**config.mk**
```make
export PLATFORM = sky130hd
export DESIGN_NAME = jal_issue_ctrl
export DESIGN_NICKNAME = d
export VERILOG_FILES = /design/src/rtl/jal_issue_ctrl.sv
export SDC_FILE = /design/constraint.sdc
export NUM_CORES = 1
export LEC_CHECK = 0
export ABC_CLOCK_PERIOD_IN_PS = 7400
export BUFFER_PORTS_ARGS = -buffer_cell sky130_fd_sc_hd__buf_2
export CAP_MARGIN = 0
export CORE_MARGIN = 3
export CORE_UTILIZATION = 60
export CTS_CLUSTER_SIZE = 28
export DETAILED_ROUTE_END_ITERATION = 7
export PLACE_DENSITY = 0.87
export REMOVE_ABC_BUFFERS = 1
export SYNTH_ARGS = -nofsm -noshare
export SYNTH_HDL_FRONTEND = slang
export SYNTH_SLANG_ARGS = --single-unit
```
**constraint.sdc**
```tcl
create_clock -name CLK -period 7.4 [get_ports CLK]
set_clock_uncertainty 0.1 [all_clocks]
set_input_delay 1.11 -clock CLK [delete_from_list [all_inputs] [get_ports CLK]]
set_output_delay 1.11 -clock CLK [all_outputs]
set_load 0.005 [all_outputs]
```
**src/rtl/jal_issue_ctrl.sv**
```systemverilog
// In-order issue queue and jalr serialisation for the jal/jalr execution unit.
// Optional macro JAL_ISSUE_BYPASS_EN lets an op issue straight from dispatch when the queue is empty.
module jal_issue_ctrl #(
  parameter int unsigned DEPTH = 4,
  parameter int unsigned RB    = 2
) (
  input  logic              CLK,
  input  logic              RST,
  input  logic              dsp_vaild,
  output logic              dsp_ready,
  input  logic              dsp_is_jalr,
  input  logic [4+RB:0]     dsp_rd0,
  input  logic [4+RB:0]     dsp_rs1,
  input  logic [63:0]       dsp_pc,
  input  logic              dsp_is_rvc,
  output logic [4+RB:0]     rs1_idx,
  input  logic              rs1_ready,
  input  logic [63:0]       rs1_data,
  output logic              jal_exeparam_vaild,
  output logic [RB+135:0]   jal_exeparam,
  input  logic              jalr_resolved,
  input  logic              flush
);

  localparam int unsigned TW = 5 + RB;
  localparam int unsigned AW = $clog2(DEPTH);
  localparam logic [AW:0] PtrOne = 1;

  typedef enum logic {StIdle, StJalrWait} state_e;

  state_e state_q, state_d;
  logic   fsm_idle;

  logic [AW:0]    wr_ptr_q, rd_ptr_q;
  logic [AW-1:0]  wr_idx, rd_idx;
  logic [DEPTH-1:0] ent_vld_q, ent_jalr_q, ent_rvc_q;
  logic [TW-1:0]  ent_rd_q  [DEPTH];
  logic [TW-1:0]  ent_rs1_q [DEPTH];
  logic [63:0]    ent_pc_q  [DEPTH];

  logic empty, full, enq, deq, head_go, byp_go, iss_go;
  logic iss_jalr, iss_rvc;
  logic [TW-1:0] iss_rd;
  logic [63:0]   iss_pc;

  assign wr_idx = wr_ptr_q[AW-1:0];
  assign rd_idx = rd_ptr_q[AW-1:0];
  assign empty  = (wr_ptr_q == rd_ptr_q);
  assign full   = (wr_idx == rd_idx) && (wr_ptr_q[AW] != rd_ptr_q[AW]);

  assign dsp_ready = !full && !flush;
  assign head_go   = !empty && ent_vld_q[rd_idx] && !flush &&
                     (!ent_jalr_q[rd_idx] || (rs1_ready && fsm_idle));

`ifdef JAL_ISSUE_BYPASS_EN
  assign byp_go  = empty && dsp_vaild && !flush && (!dsp_is_jalr || (rs1_ready && fsm_idle));
  assign rs1_idx = empty ? dsp_rs1 : ent_rs1_q[rd_idx];
`else
  assign byp_go  = 1'b0;
  assign rs1_idx = empty ? '0 : ent_rs1_q[rd_idx];
`endif

  assign iss_go   = head_go || byp_go;
  assign deq      = head_go;
  assign enq      = dsp_vaild && dsp_ready && !byp_go;
  assign iss_jalr = byp_go ? dsp_is_jalr : ent_jalr_q[rd_idx];
  assign iss_rvc  = byp_go ? dsp_is_rvc  : ent_rvc_q[rd_idx];
  assign iss_rd   = byp_go ? dsp_rd0     : ent_rd_q[rd_idx];
  assign iss_pc   = byp_go ? dsp_pc      : ent_pc_q[rd_idx];

  always_ff @(posedge CLK or posedge RST) begin
    if (RST) begin
      wr_ptr_q  <= '0;
      rd_ptr_q  <= '0;
      ent_vld_q <= '0;
    end else if (flush) begin
      wr_ptr_q  <= '0;
      rd_ptr_q  <= '0;
      ent_vld_q <= '0;
    end else begin
      if (enq) begin
        wr_ptr_q          <= wr_ptr_q + PtrOne;
        ent_vld_q[wr_idx] <= 1'b1;
      end
      if (deq) begin
        rd_ptr_q          <= rd_ptr_q + PtrOne;
        ent_vld_q[rd_idx] <= 1'b0;
      end
    end
  end

  // Payload needs no reset: ent_vld_q and the pointers gate every read.
  always_ff @(posedge CLK) begin
    if (enq) begin
      ent_jalr_q[wr_idx] <= dsp_is_jalr;
      ent_rvc_q[wr_idx]  <= dsp_is_rvc;
      ent_rd_q[wr_idx]   <= dsp_rd0;
      ent_rs1_q[wr_idx]  <= dsp_rs1;
      ent_pc_q[wr_idx]   <= dsp_pc;
    end
  end

  always_ff @(posedge CLK or posedge RST) begin
    if (RST) state_q <= StIdle;
    else     state_q <= state_d;
  end

  always_comb begin
    state_d = state_q;
    if (flush) begin
      state_d = StIdle;
    end else begin
      unique case (state_q)
        StIdle:     if (iss_go && iss_jalr) state_d = StJalrWait;
        StJalrWait: if (jalr_resolved)      state_d = StIdle;
        default:                            state_d = StIdle;
      endcase
    end
  end

  always_comb begin
    fsm_idle = (state_q == StIdle);
  end

  always_ff @(posedge CLK or posedge RST) begin
    if (RST) begin
      jal_exeparam_vaild <= 1'b0;
      jal_exeparam       <= '0;
    end else if (flush) begin
      jal_exeparam_vaild <= 1'b0;
    end else begin
      jal_exeparam_vaild <= iss_go;
      if (iss_go) begin
        jal_exeparam <= {!iss_jalr, iss_jalr, iss_rd, (iss_jalr ? rs1_data : 64'd0),
                         iss_pc, iss_rvc};
      end
    end
  end

endmodule
```
==> impl_metrics.env <==
export IMPL_outcome="complete, no violations"
export IMPL_initial_core_util=0.6173
export IMPL_crit_path_end="rs1_idx[3]"
export IMPL_cp_max_fo=51
export IMPL_die_area_mm2=0.03105
export IMPL_r2r_end="jal_exeparam[48]"
export IMPL_cp_data_arrival_time_ns=3.39
export IMPL_maxSlewHeadroom=0.3077
export IMPL_globalRouteTotalUtil=0.2463
export IMPL_grt_max_degree=93
export IMPL_grt_antenna_before_repair=15
export IMPL_timing_rr_start="rd_ptr_q[1]"
export IMPL_totalPowerFinal_uw=6783
export IMPL_cts_tree="yes"
export IMPL_cts_setup_buffers=0
export IMPL_timing_fmax_ghz=0.2174
export IMPL_worstSetupEndpointType="primary output"
export IMPL_area_growth_pct=19.07
export IMPL_worstRegToRegCells=6
export IMPL_finalSetupViolations=0
export IMPL_ys_ff_latch=470
export IMPL_synth_edf_count=320
export IMPL_finalWorstPathRequiredPeriod_ns=4.599
export IMPL_die_width_um=176.2
export IMPL_layout_drive_gt1_share=0.4786
export IMPL_power_leakage_uw=0.008099
export IMPL_numPortBuffers=296
export IMPL_min_period_over_period=0.6215
export IMPL_die_h_um=176.2
export IMPL_wl_per_cell_um=24.78
export IMPL_netlist_area_mm2=0.01738
export IMPL_antenna_left=0
export IMPL_n_fill_cell=1620
export IMPL_syn_inst=799
export IMPL_synth_avg_cell_area_um2=21.76
export IMPL_drc=0
export IMPL_synth_most_common_cell="edfxtp_1"
export IMPL_startpoint="rd_ptr_q[0]"
export IMPL_grt_overflow_total=0
export IMPL_synth_area_top_cells="edfxtp_1 (55%), dfrtp_1 (22%), mux4_2 (10%)"
export IMPL_cts_clk_slew_worst_paths_ns=0.06
export IMPL_dr_pass1_iters=4
export IMPL_required_ns=6.19
export IMPL_dpl_hpwl_um=22990
export IMPL_synthArstFlopShare=0.3191
export IMPL_std_cell_rows=61
export IMPL_crit_path_start_kind="flip-flop"
export IMPL_path_class="reg2out"
export IMPL_vias=8951
export IMPL_core_area_mm2=0.02816
export IMPL_seq_area_mm2=0.01337
export IMPL_max_slew_worst_pin_slew_ns=1.038
export IMPL_viasPerCell=5.850
export IMPL_final_hold_violation_count=0
export IMPL_yosys_area_top_type="edfxtp_1"
export IMPL_cts_sinks=470
export IMPL_multiInputGateArea_mm2=0.003787
export IMPL_grt_pass1_vias=9461
export IMPL_synth_top_cell_area_share=0.5528
export IMPL_r2r_slack_ns=3.09
export IMPL_ys_flop_type="edfxtp_1"
export IMPL_ios=297
export IMPL_final_nets=1265
export IMPL_grt_pass1_wl_um=57260
export IMPL_numCtsBuffers=45
export IMPL_finalSetupTns_ns=0
export IMPL_gp_congestion=0.7766
export IMPL_cts_resized=0
export IMPL_ir_drop_uv=320.0
export IMPL_min_path_type="reg2reg"
export IMPL_power_density_mw_per_mm2=327.7
export IMPL_ys_top_cells_by_count="edfxtp_1 (320), dfrtp_1 (150), mux4_2 (80), a22o_1 (64), mux2_2 (50)"
export IMPL_finalMaxSlewViolations=0
export IMPL_seq_area_frac_synth=0.7687
export IMPL_cts_hold_buffers_added=0
export IMPL_synthDistinctLibCells=37
export IMPL_clock_path_buffers=3
export IMPL_wl_um=37920
export IMPL_ys_warn_count=0
export IMPL_drtIter0Drc=664
export IMPL_cts_root_buf="clkbuf_16"
export IMPL_drv_cap=0
export IMPL_rsz0062_at_grt="no"
export IMPL_worstSkewPairLatency_ns=0.53
export IMPL_h_tree_depth=2
power breakdown:
group | internal [uW] | total (uW) | switching [uW] | leakage [uW]
Clock | 1280 | 2210 | 935 | 0.000734
Sequential | 3210 | 3450 | 246 | 0.00482
Combinational | 634 | 1120 | 486 | 0.00254
cell usage in the layout, fill, tap and decap left out, types with 2 or more instances in the layout:
cell | synthesis | layout
buf_2 | 17 | 296
clkbuf_16 | 0 | 46
clkbuf_1 | 18 | 6
a32oi_1 | 4 | 4
a22o_1 | 64 | 64
nor2_1 | 6 | 6
dfrtp_4 | 0 | 2
mux2_4 | 25 | 25
clkinv_2 | 0 | 13
diode_2 | 0 | 9
mux4_2 | 80 | 80
and3_4 | 0 | 4
edfxtp_1 | 320 | 320
dfrtp_1 | 150 | 148
mux2_2 | 50 | 50
ha_1 | 8 | 8
xnor2_1 | 2 | 2
clkinv_4 | 0 | 2
buf_4 | 3 | 8
mux2i_1 | 2 | 2
a21oi_1 | 5 | 5
xor2_1 | 4 | 4
nor2b_1 | 9 | 9
inv_1 | 7 | 6
clkbuf_8 | 0 | 13
clkinvlp_4 | 0 | 2
kinds of logic (layout without fill, tap and decap cells):
kind of cell | Yosys count | count (layout) | share of synthesized area
other | 0 | 9 | 0
AND/OR/NAND/NOR | 26 | 26 | 0.009716
XOR/XNOR | 6 | 6 | 0.003023
multiplexers | 157 | 157 | 0.1588
buffers and inverters | 51 | 395 | 0.01461
flip-flops | 470 | 470 | 0.7687
adder cells (fa/ha/maj) | 8 | 8 | 0.005758
AO/OA/AOI/OAI | 81 | 81 | 0.03944
critical path: stages, from the launching register on:
cell and delay, ns:
dfrtp_4 0.88, buf_4 0.90, mux4_2 0.62, nor2b_1 0.16, buf_2 0.17
layer usage:
layer | vias up | routed length, um | track usage
met1 | 4588 | 13780 | 0.3024
li1 | 3867 | - | -
met2 | 395 | 19230 | 0.4198
met4 | 12 | 1503 | 0.1033
met5 | - | 68 | 0
met3 | 89 | 3337 | 0.06452
sequential cells by signal (all words and copies together), names as in the netlist, 3 cells and up:
name,flops
jal_exeparam,138
ent_rs1_q,28
ent_rvc_q,4
wr_ptr_q,3
ent_rd_q,28
rd_ptr_q,3
ent_vld_q,4
ent_jalr_q,4
ent_pc_q,256
cell type report:
type                            count  share of cell area
Antenna cell                        9            0.001088
Timing Repair Buffer              304             0.07447
Inverter                            8            0.001813
Sequential cell                   470              0.6460
Clock buffer                       65             0.06534
Clock inverter                     18            0.005501
Multi-Input combinational cell    278              0.1830
Tap cell                          378             0.02285
metrics by stage:
| step | hold slack, ns | cells | worst slack (ns) | cell area, um^2 | utilization |
|---|---|---|---|---|---|
| floorplan | 0.3741 | 756 | 1.073 | 17160 | - |
| global placement | 0.3541 | 1438 | 3.019 | 19210 | 0.6821 |
| detailed placement | 0.3815 | 1438 | 2.924 | 19210 | 0.6821 |
| CTS | 0.3948 | 1521 | 2.703 | 20680 | 0.7342 |
| global route | 0.4105 | 1528 | 2.543 | 20690 | 0.7348 |
| finish | 0.3984 | 1530 | 2.801 | 20700 | 0.7350 |
how the worst min path moves through the flow:
| stage | from | endpoint | slack, ns | cells after the start |
|---|---|---|---|---|
| floorplan | jal_exeparam[136] | jal_exeparam[136] | 0.37 | 1 |
| global placement | jal_exeparam[136] | jal_exeparam[136] | 0.35 | 1 |
| detailed placement | jal_exeparam[136] | jal_exeparam[136] | 0.38 | 1 |
| CTS | jal_exeparam[136] | jal_exeparam[136] | 0.39 | 1 |
| global route | jal_exeparam[79] | jal_exeparam[79] | 0.41 | 1 |
| finish | jal_exeparam[136] | jal_exeparam[136] | 0.40 | 1 |
Power figures use the tool's default switching activity.
